$ cat src/rtl/sprite_blitter_pkg.sv
// rtl/sprite_blitter_pkg.sv - blit command codes, screen geometry and sequencer states
package sprite_blitter_pkg;

  localparam logic [2:0] BLIT_OP_NONE   = 3'd0;
  localparam logic [2:0] BLIT_OP_SPRITE = 3'd1;
  localparam logic [2:0] BLIT_OP_CLEAR  = 3'd2;

  localparam logic [6:0] SCREEN_H_HI   = 7'd64;
  localparam logic [6:0] SCREEN_H_LO   = 7'd32;
  localparam logic [4:0] ROW_BYTES_HI  = 5'd16;
  localparam logic [4:0] ROW_BYTES_LO  = 5'd8;
  localparam logic [5:0] WIDE_SLICES   = 6'd32;

  typedef enum logic [3:0] {
    ST_IDLE, ST_CLR_START, ST_CLR, ST_SPR_START,
    ST_SRC, ST_SRC_W, ST_RDL, ST_RDL_W, ST_RDR, ST_RDR_W,
    ST_WRL, ST_WRR, ST_NEXT, ST_DONE
  } state_e;

  // 16x16 sprites spend two slices (left half, right half) per screen row
  function automatic logic [6:0] slice_row(input logic [5:0] y, input logic [5:0] s,
                                           input logic wide);
    return {1'b0, y} + (wide ? {3'b000, s[4:1]} : {3'b000, s[3:0]});
  endfunction

endpackage

$ cat src/rtl/sprite_row_shift.sv
// rtl/sprite_row_shift.sv - splits one sprite byte across two framebuffer bytes with right-edge clipping
module sprite_row_shift (
  input  logic [7:0] spr,
  input  logic [2:0] xoff,
  input  logic [4:0] lbyte,
  input  logic [4:0] row_bytes,
  output logic [7:0] left_bits,
  output logic [7:0] right_bits,
  output logic       left_ok,
  output logic       right_ok
);

  logic [15:0] shifted;

  always_comb begin
    shifted    = {spr, 8'h00} >> xoff;
    left_ok    = ({1'b0, lbyte} < {1'b0, row_bytes});
    right_ok   = (xoff != 3'd0) && (({1'b0, lbyte} + 6'd1) < {1'b0, row_bytes});
    left_bits  = left_ok  ? shifted[15:8] : 8'h00;
    right_bits = right_ok ? shifted[7:0]  : 8'h00;
  end

endmodule

$ cat src/rtl/sprite_blitter.sv
// rtl/sprite_blitter.sv - executes CHIP-8 sprite draws and screen clears against the byte-wide framebuffer
module sprite_blitter
  import sprite_blitter_pkg::*;
#(
  parameter int RAM_AW = 12,
  parameter int FB_AW  = 10
) (
  input  logic              clk,
  input  logic              rst_n,
  input  logic              hires,
  input  logic [2:0]        blit_op,
  input  logic [RAM_AW-1:0] blit_src,
  input  logic [3:0]        blit_srcHeight,
  input  logic [6:0]        blit_destX,
  input  logic [5:0]        blit_destY,
  input  logic              blit_enable,
  output logic              busy,
  output logic              done,
  output logic              collision,
  output logic              mem_en,
  output logic [RAM_AW-1:0] mem_addr,
  input  logic [7:0]        mem_data,
  output logic              fb_en,
  output logic              fb_wr,
  output logic [FB_AW-1:0]  fb_addr,
  output logic [7:0]        fb_wdata,
  input  logic [7:0]        fb_rdata
);

  state_e            state_q, state_d;
  logic [RAM_AW-1:0] src_q, src_d;
  logic [5:0]        nslices_q, nslices_d, slice_q, slice_d;
  logic [6:0]        x_q, x_d;
  logic [5:0]        y_q, y_d;
  logic              hires_q, hires_d, wide_q, wide_d, collision_q, collision_d;
  logic [7:0]        spr_q, spr_d, old_l_q, old_l_d, old_r_q, old_r_d;
  logic [FB_AW-1:0]  clr_q, clr_d;

  logic [7:0] xs, left_bits, right_bits;
  logic [4:0] lbyte, rbyte, row_bytes;
  logic [6:0] row, height;
  logic [5:0] slice_sel;
  logic       slice_live, left_ok, right_ok;

  assign height     = hires_q ? SCREEN_H_HI : SCREEN_H_LO;
  assign row_bytes  = hires_q ? ROW_BYTES_HI : ROW_BYTES_LO;
  assign xs         = {1'b0, x_q} + ((wide_q && slice_q[0]) ? 8'd8 : 8'd0);
  assign lbyte      = xs[7:3];
  assign rbyte      = lbyte + 5'd1;
  assign row        = slice_row(y_q, slice_q, wide_q);
  // NEXT looks ahead to the slice it is about to start
  assign slice_sel  = (state_q == ST_NEXT) ? slice_q + 6'd1 : slice_q;
  assign slice_live = (slice_sel < nslices_q) && (slice_row(y_q, slice_sel, wide_q) < height);
  assign busy       = (state_q != ST_IDLE);
  assign collision  = collision_q;

  sprite_row_shift u_shift (
    .spr       (spr_q),
    .xoff      (xs[2:0]),
    .lbyte     (lbyte),
    .row_bytes (row_bytes),
    .left_bits (left_bits),
    .right_bits(right_bits),
    .left_ok   (left_ok),
    .right_ok  (right_ok)
  );

  always_comb begin
    state_d     = state_q;
    src_d       = src_q;
    nslices_d   = nslices_q;
    slice_d     = slice_q;
    x_d         = x_q;
    y_d         = y_q;
    hires_d     = hires_q;
    wide_d      = wide_q;
    collision_d = collision_q;
    spr_d       = spr_q;
    old_l_d     = old_l_q;
    old_r_d     = old_r_q;
    clr_d       = clr_q;
    done        = 1'b0;
    mem_en      = 1'b0;
    mem_addr    = '0;
    fb_en       = 1'b0;
    fb_wr       = 1'b0;
    fb_addr     = '0;
    fb_wdata    = 8'h00;
    case (state_q)
      ST_IDLE: begin
        if (blit_enable) begin
          src_d     = blit_src;
          hires_d   = hires;
          x_d       = hires ? blit_destX : {1'b0, blit_destX[5:0]};
          y_d       = hires ? blit_destY : {1'b0, blit_destY[4:0]};
          wide_d    = hires && (blit_srcHeight == 4'd0);
          nslices_d = (hires && (blit_srcHeight == 4'd0)) ? WIDE_SLICES : {2'b00, blit_srcHeight};
          slice_d   = 6'd0;
          case (blit_op)
            BLIT_OP_SPRITE: state_d = ST_SPR_START;
            BLIT_OP_CLEAR:  state_d = ST_CLR_START;
            default:        state_d = ST_DONE;
          endcase
        end
      end
      ST_CLR_START: begin
        collision_d = 1'b0;
        clr_d       = '0;
        state_d     = ST_CLR;
      end
      ST_CLR: begin
        fb_en   = 1'b1;
        fb_wr   = 1'b1;
        fb_addr = clr_q;
        clr_d   = clr_q + 1'b1;
        if (&clr_q) state_d = ST_DONE;
      end
      ST_SPR_START: begin
        collision_d = 1'b0;
        state_d     = slice_live ? ST_SRC : ST_DONE;
      end
      ST_SRC: begin
        mem_en   = 1'b1;
        mem_addr = src_q + RAM_AW'(slice_q);
        state_d  = ST_SRC_W;
      end
      ST_SRC_W: begin
        spr_d   = mem_data;
        state_d = ST_RDL;
      end
      ST_RDL: begin
        fb_en   = left_ok;
        fb_addr = FB_AW'({row[5:0], lbyte[3:0]});
        state_d = ST_RDL_W;
      end
      ST_RDL_W: begin
        old_l_d = fb_rdata;
        state_d = ST_RDR;
      end
      ST_RDR: begin
        fb_en   = right_ok;
        fb_addr = FB_AW'({row[5:0], rbyte[3:0]});
        state_d = ST_RDR_W;
      end
      ST_RDR_W: begin
        old_r_d = fb_rdata;
        state_d = ST_WRL;
      end
      ST_WRL: begin
        fb_en       = left_ok;
        fb_wr       = left_ok;
        fb_addr     = FB_AW'({row[5:0], lbyte[3:0]});
        fb_wdata    = old_l_q ^ left_bits;
        collision_d = collision_q | (|(old_l_q & left_bits));
        state_d     = ST_WRR;
      end
      ST_WRR: begin
        fb_en       = right_ok;
        fb_wr       = right_ok;
        fb_addr     = FB_AW'({row[5:0], rbyte[3:0]});
        fb_wdata    = old_r_q ^ right_bits;
        collision_d = collision_q | (|(old_r_q & right_bits));
        state_d     = ST_NEXT;
      end
      ST_NEXT: begin
        slice_d = slice_q + 6'd1;
        state_d = slice_live ? ST_SRC : ST_DONE;
      end
      ST_DONE: begin
        done    = 1'b1;
        state_d = ST_IDLE;
      end
      default: state_d = ST_IDLE;
    endcase
  end

  always_ff @(posedge clk or negedge rst_n) begin
    if (!rst_n) begin
      state_q     <= ST_IDLE;
      src_q       <= '0;
      nslices_q   <= '0;
      slice_q     <= '0;
      x_q         <= '0;
      y_q         <= '0;
      hires_q     <= 1'b0;
      wide_q      <= 1'b0;
      collision_q <= 1'b0;
      spr_q       <= '0;
      old_l_q     <= '0;
      old_r_q     <= '0;
      clr_q       <= '0;
    end else begin
      state_q     <= state_d;
      src_q       <= src_d;
      nslices_q   <= nslices_d;
      slice_q     <= slice_d;
      x_q         <= x_d;
      y_q         <= y_d;
      hires_q     <= hires_d;
      wide_q      <= wide_d;
      collision_q <= collision_d;
      spr_q       <= spr_d;
      old_l_q     <= old_l_d;
      old_r_q     <= old_r_d;
      clr_q       <= clr_d;
    end
  end

endmodule

$ cat config.mk
export PLATFORM = sky130hd
export DESIGN_NAME = sprite_blitter
export DESIGN_NICKNAME = d
export VERILOG_FILES = /design/src/rtl/sprite_blitter_pkg.sv /design/src/rtl/sprite_row_shift.sv /design/src/rtl/sprite_blitter.sv
export SDC_FILE = /design/constraint.sdc
export NUM_CORES = 1
export LEC_CHECK = 0
export ABC_AREA = 0
export BUFFER_PORTS_ARGS = -buffer_cell sky130_fd_sc_hd__clkbuf_2
export CORE_MARGIN = 2
export CORE_UTILIZATION = 50
export CTS_CLUSTER_SIZE = 8
export DETAILED_ROUTE_END_ITERATION = 8
export HOLD_SLACK_MARGIN = 0.08
export PLACE_DENSITY = 0.84
export RECOVER_POWER = 50
export SLEW_MARGIN = 30
export SYNTH_ARGS = -nofsm -noshare
export SYNTH_HDL_FRONTEND = slang
export SYNTH_SLANG_ARGS = --single-unit
$ cat constraint.sdc
create_clock -name clk -period 2.9 [get_ports clk]
set_input_delay 0.145 -clock clk [delete_from_list [all_inputs] [get_ports clk]]
set_output_delay 0.145 -clock clk [all_outputs]
set_load 0.01 [all_outputs]
# Yosys cells after proc, flatten, opt, wreduce, memory -nomap -nowiden
# Cells that the tools add are included.
dict set report classes {
  div 0
  muxes 27
  bitwise 6
  addsub 8
  magnitude_cmp 4
  shift 1
  mul 0
  n_reduce_logical 21
  n_eq_ne 17
}
# op count
set ops {}
lappend ops {{case mux 4 bit (12 select lines)} 1}
lappend ops {{case mux 10 bit (3 select lines)} 1}
lappend ops {{equality test 4 bit, second input constant} 6}
lappend ops {{2-to-1 mux 4 bit} 6}
lappend ops {{2-to-1 mux 6 bit} 4}
lappend ops {{case mux 10 bit (2 select lines)} 1}
lappend ops {{bitwise AND 8 bit} 2}
lappend ops {{equality test 4 x 3 -> 1 bit, second input constant} 4}
lappend ops {{2-to-1 mux 8 bit} 2}
lappend ops {{case mux 8 bit (2 select lines)} 1}
lappend ops {{OR reduction 8 bit} 2}
lappend ops {{>> shifter 16 x 3 -> 16 bit} 1}
lappend ops {{XOR 8 bit} 2}
lappend ops {{2-to-1 mux 7 bit} 2}
lappend ops {{adder 12 x 6 -> 12 bit} 1}
lappend ops {{2-to-1 mux 12 bit} 1}
lappend ops {{case mux 6 bit (2 select lines)} 1}
lappend ops {{adder 10 x 1 -> 10 bit, second input constant} 1}
lappend ops {{AND reduction 10 bit} 1}
lappend ops {{case mux 1 bit (3 select lines)} 3}
lappend ops {{adder 7 x 4 -> 8 bit} 1}
lappend ops {{equality test 4 x 2 -> 1 bit, second input constant} 2}
lappend ops {{zero test 4 bit} 2}
lappend ops {{case mux 4 bit (2 select lines)} 1}
lappend ops {{22 further kinds} 35}
dict set report word_totals {
  latchBits 0
  input_bits 52
  mem_count 0
  out_inout_bits 36
  romBits 0
  regBits 78
  mem_bits_rw 0
}

# Depth between registers and ports, before layout
dict set report depth {
  word_depth 11
  ltp_mapped 18
  mapped_depth_nobuf 17
}

# Hierarchy
# From an unflattened synthesis, not the netlist that was laid out.
dict set report unflattened {
  cells_unflattened 583
  area_unflattened_um2 5549.1
}
# module seq_area_each_um2 area_each_um2 cells_per_inst instances
set by_module_without_submodules {}
lappend by_module_without_submodules {sprite_blitter 1901.8 4874.7 484 1}
lappend by_module_without_submodules {sprite_row_shift 0.0 674.4 99 1}

# Worst setup path before layout
# OpenSTA, ideal clock, no wires.
dict set report synth_path {
  path_kind {register -> register}
  from {register, netlist name nslices_q[5]}
  to {register collision_q, in the netlist collision}
  path_slack_ns -0.311
  synth_period_minus_slack_ns 3.211
  n_path_buf 1
  required_ns 2.779
  arrival_time_ns 3.090
  setup_ns 0.121
  stages_incl_launch_ff 19
  path_cell_list {dfrtp_1 -> buf_2 -> inv_1 -> nor2_1 -> ha_1 -> ha_1 -> ha_1 -> nand2_1 -> o21bai_1 -> ha_1 -> nor2_1 -> nand2_2 -> and3b_1 -> a211oi_2 -> nor2_1 -> ha_1 -> nor4_1 -> a21oi_1 -> a22o_1}
}
# item line_no
set synth_lines {}
lappend synth_lines {{end signal, assigned} sprite_blitter.sv:201} ;# collision_q <= collision_d;
lappend synth_lines {{end, declared} sprite_blitter.sv:35} ;# logic hires_q, hires_d, wide_q, wide_d, collision_q, collision_d;

# Worst setup path in the final report
dict set report layout_path {
  from {register slice_q[0]}
  to {output fb_wdata[7]}
}
dict set report layout_between {
  elab_chain_cells 9
  word_cells_on_any_way 12
}
# item line_no
set layout_rtl {}
lappend layout_rtl {{start, declared} sprite_blitter.sv:32} ;# logic [5:0] nslices_q, nslices_d, slice_q, slice_d;
lappend layout_rtl {{start signal, assigned} sprite_blitter.sv:196} ;# slice_q <= slice_d;
lappend layout_rtl {{logical AND 1 bit (*)} sprite_blitter.sv:47} ;# assign xs = {1'b0, x_q} + ((wide_q && slice_q[0]) ? 8'd8 : 8'd0);
lappend layout_rtl {{2-to-1 mux 4 bit (*)} sprite_blitter.sv:47}
lappend layout_rtl {{adder 7 x 4 -> 8 bit (*)} sprite_blitter.sv:47}
lappend layout_rtl {{adder 5 x 1 -> 6 bit} sprite_row_shift.sv:18} ;# right_ok = (xoff != 3'd0) && (({1'b0, lbyte} + 6'd1) < {1'b0, row_bytes});
lappend layout_rtl {{< comparator 6 x 5 -> 1 bit} sprite_row_shift.sv:18}
lappend layout_rtl {{logical AND 1 bit} sprite_row_shift.sv:18}
lappend layout_rtl {{2-to-1 mux 8 bit} sprite_row_shift.sv:20} ;# right_bits = right_ok ? shifted[7:0] : 8'h00;
lappend layout_rtl {{XOR 8 bit} sprite_blitter.sv:161} ;# fb_wdata = old_r_q ^ right_bits;
lappend layout_rtl {{case mux 8 bit (2 select lines) (*)} sprite_blitter.sv:89} ;# case (state_q)
lappend layout_rtl {{end, declared} sprite_blitter.sv:26} ;# output logic [7:0] fb_wdata,
# Every way passes the cells marked *; elsewhere a longest branch is shown, timed or not.

==> impl_summary.md <==
Status
The flow ran to the end, but the final reports show violations. The checks that failed: max-capacitance violations, max-slew violations, negative setup slack.

STA
The worst-case headroom to the max-slew limit is -0.375. The clock tree skew after final layout is 0.0120 ns. Setup violations remaining at the end of the flow were counted as 13. The highest clock frequency the design can meet is 0.281 GHz. The final critical delay including setup and external delays is 3.56 ns. The fraction of the cycle the final worst path needs is 1.23. The actual slew at the worst max-slew pin is 2.06 ns. The final max-slew violation count is 38. The number of hold-slack violations in the final timing report is 0. Across all hold checks on the routed design, the worst slack comes to 0.311 ns.

Setup repair after global routing could not meet its margin everywhere. The least setup slack across all paths after layout is -0.658 ns.

Floorplanning
The floorplan die height is 108 um. The initialized floorplan defines 38 standard-cell rows. The full die area is 11700 um2. The die span in x is 108 um. The region available for standard cell placement spans 10700 um2. The starting density of the core is 0.506. In this run the count of I/O pins placed on the die edge is 88.

Critical path
STA classifies the critical path startpoint as a flip-flop. Measured in cells, the most critical reg-to-reg path has a length of 15. The library cell contributing the largest single delay on the critical path is dfrtp_1. The endpoint of the most critical register-to-register path is state_q[3]$_DFFE_PN0P_.

Traced cell by cell, the critical path runs through inv_2 -> nor2_2 -> ha_2 -> ha_4 -> xor2_2 -> nand2_2 -> o21bai_1 -> ha_2 -> nor2_2 -> nand2_2 -> and3b_2 -> a211oi_4 -> a211oi_2 -> ha_1 -> mux2i_1 -> nor2_1 -> clkbuf_2. The data required time of the critical path is 2.76 ns. Grouping stages by cell kind, the critical path spends the most delay in adder cells.

The critical path start-end classification is reg -> out. The setup check on the worst reg-to-reg path leaves a slack of -0.42 ns. Counting both buffers and inverters, the worst setup path holds a total of 2. Along the worst path, the maximum fanout reaches 4. The type of destination of the critical path is an output port. The delay of the slowest cell on the worst path is 0.40 ns. The data arrival at the endpoint of the critical path is 3.41 ns. The startpoint identified for the worst register-to-register timing path is slice_q[0]$_DFFE_PN0P_.

Drt
The final antenna-violating net count is 0. In this run, the number of DRC markers left after iteration 0 of detailed routing was 422. The detailed-routing iteration count for the pre-antenna-repair pass is 5. After detailed routing, the number of remaining DRC violations is 0. The average wire per standard cell is 19.5 um. After detailed routing, the number of vias per cell comes to 6.06. The routed design has 17200 um of wire. The routed layout has 5360 vias.

Hold path
The worst min-delay path category is in -> reg. In this run the most critical hold path is launched from blit_enable. For hold timing, the worst endpoint is state_q[2]$_DFFE_PN0P_. The worst hold path passes through 3 cells.

Global routing
Entering global routing, the biggest net connects 41 pins. The initial antenna violation count is 0. The wire length of the first global-routing pass is 25600 um.

The via count of the first global-routing pass is 5309. After global routing the overflow that remains totals 0. The all-layer global routing usage is 0.279.

Cells and area
Leaving out fill and tap cells, the most frequent cell in the layout is clkbuf_2. The area overhead of the layout relative to synthesis is 34.6%. The net count of the finished layout is 835. Of the cells placed in the final design, the portion with a size suffix greater than 1 is 0.374. In the layout the commonest cells are clkbuf_2, dfrtp_1, mux2_2. The repair_antennas step left the layout with diodes totalling 0. Fill cells in the final layout number 770.

Pwr
For this design the ratio of total power to cell area is 1040 nW/um2. The static power due to leakage is 3.43 nW. IR analysis of the VDD net gives a maximum drop of 476 uV.

Yosys
The post-synthesis sequential element count is 76. The multiplexer share of the synthesized area is 0.173. The number of different library cells used by synthesis comes to 63. By area, the combinational part of the netlist is dominated by multiplexers. After synthesis, the mean cell area works out to 9.73 um2. In this run the cell area of the synthesized design comes to 5440 um2. For this run, the number of Yosys warnings is 0. The number of nets in the synthesized netlist is 654. The post-synthesis compound-gate area fraction is 0.145. For this run, the register share of the synthesized area comes to 0.350. Of the total synthesized cell area, the portion taken by full adders, half adders and majority gates is 0.102. Yosys mapped a number of flops with a built-in enable equal to 0. The post-synthesis simple-gate area fraction is 0.164. The share of the synthesized netlist area taken by xor and xnor gates is 0.0317. The share of synthesized flip-flops with an asynchronous set or reset is 1.00.

Among all flip-flop cells after synthesis, the most frequent one is dfrtp_1. In the synthesized netlist, the number of instances is 559.

CTS
The buffer type at the clock tree root is clkbuf_8. Buffers inserted during clock tree synthesis total 9. The clock-pin slew of the registers on the worst-case setup and hold paths is 0.08 ns. The CTS tree is done. The maximum number of buffers from clock root to sink is 2. The H-tree level count is 3. Clock latency on the worst-skew pair, taken at its later pin, is 0.37 ns. The tree built by TritonCTS fans out to 76 sinks.

Place
In this run the tool buffered the top-level ports with 87 buffer cells. The detailed-placement wirelength estimate is 10500 um. Prior to clock tree synthesis, the placed netlist has a worst setup slack of -0.368 ns. The weighted congestion reported at the end of routability-driven placement is 0.957.

Flow run
The number of maximum-capacitance violations is 1.
-- synthesized netlist by cell type, types with 3 or more instances --
cell type	instances	area, um2
dfrtp_1	76	1900
mux2_2	63	709
nor2_1	58	218
ha_1	41	513
o21ai_0	37	185
nand2_1	36	135
mux2i_1	23	230
a21oi_1	18	90.1
inv_1	18	67.6
buf_2	15	75.1
nand3_1	13	65.1
a22o_1	10	87.6
a211oi_1	9	67.6
and3_1	9	56.3
a21o_1	8	60.1
nand2b_1	8	50.1
nor2b_1	8	50.1
nor3_1	8	40.0
xnor2_1	8	70.1
xor2_1	8	70.1
o31ai_1	6	45.0
clkbuf_1	5	18.8
a22oi_1	4	30.0
a31oi_1	4	25.0
nand4_1	4	25.0
nor3b_1	4	30.0
nor4_1	4	25.0
o211ai_1	4	30.0
nor2_2	3	18.8
o21bai_1	3	22.5
-- state kept, by name, summed over array words and instances, names as in the netlist --
register / count
src_q: 12
clr_q: 10
old_l_q: 8
old_r_q: 8
spr_q: 8
x_q: 7
slice_q: 6
y_q: 6
nslices_q: 5
state_q: 4
collision: 1
hires_q: 1
-- routing by layer --
| layer | global-route usage | share of wire | up-vias |
|---|---|---|---|
| li1 | - | - | 2401 |
| met1 | 0.344 | 0.39 | 2548 |
| met2 | 0.483 | 0.48 | 317 |
| met3 | 0.0494 | 0.080 | 94 |
| met4 | 0.111 | 0.044 | 0 |
| met5 | 0 | 0 | - |
-- repair_timing --
action	CTS	global route
endpoints found under the setup margin	15	17
buffers inserted	8	11
hold endpoints to repair	91	0
hold buffers	49	0
gates resized for setup	30	30
pin swaps	24	19
-- logic make-up (layout without fill, tap and decap cells) --
| logic type | Yosys count | in the layout |
|---|---|---|
| buffers and inverters | 42 | 227 |
| adders and majority gates | 43 | 43 |
| AOI/OAI and AO/OA | 119 | 119 |
| xor gates and xnor gates | 18 | 18 |
| muxes | 86 | 86 |
| and+or+nand+nor | 175 | 175 |
| DFF | 76 | 76 |
-- worst register-to-register path: stages (launching register included) --
cell      delay [ns]
dfrtp_1         0.40
buf_4           0.19
ha_4            0.17
nand3_2         0.12
nor2_4          0.15
xor2_1          0.32
mux2_4          0.24
ha_4            0.20
o21ai_1         0.21
nor2_1          0.11
o21a_1          0.20
ha_1            0.32
o21ai_2         0.09
a221oi_2        0.21
nand3b_1        0.18
o211ai_1        0.14
-- cell type report --
| class | instances | area, um2 | area share |
|---|---|---|---|
| multi-input combinational | 441 | 3610 | 0.493 |
| sequential | 76 | 1900 | 0.260 |
| timing repair buffer | 193 | 1350 | 0.185 |
| tap | 140 | 175 | 0.0239 |
| clock buffer | 12 | 165 | 0.0226 |
| inverter | 19 | 73.8 | 0.0101 |
| clock inverter | 3 | 43.8 | 0.00598 |
-- metrics by stage --
stage	util	std cells	TNS [ns]	power [mW]	area (um2)
floorplan	-	559	-0.304	4.66	5480
global placement	0.583	802	-0.256	5.72	6260
detailed placement	0.583	802	-1.13	5.91	6260
CTS	0.665	874	-2.69	7.07	7150
global route	0.681	884	-11.03	8.02	7320
finish	0.681	884	-5.82	7.58	7320
-- report_power, final --
part,internal [mW],switching (mW),total (mW)
logic,2.16,2.56,4.72
registers,1.52,0.475,1.99
clock network,0.465,0.413,0.878
total,4.14,3.44,7.58
-- how the worst max path moves through the flow --
stage                             start                      to  slack [ns]  cells after the start
4_1_cts        nslices_q[5]$_DFFE_PN0P_             fb_wdata[6]       -0.36                     17
2_1_floorplan  nslices_q[5]$_DFFE_PN0P_   collision$_DFFE_PN0P_       -0.22                     18
6_report         slice_q[0]$_DFFE_PN0P_             fb_wdata[7]       -0.66                     17
5_1_grt          slice_q[0]$_DFFE_PN0P_             fb_wdata[7]       -0.73                     17
3_3_place_gp     slice_q[0]$_DFFE_PN0P_   collision$_DFFE_PN0P_       -0.09                     17
3_5_place_dp     state_q[0]$_DFFE_PN0P_  state_q[3]$_DFFE_PN0P_       -0.37                     14
Power figures use the tool's default switching activity.
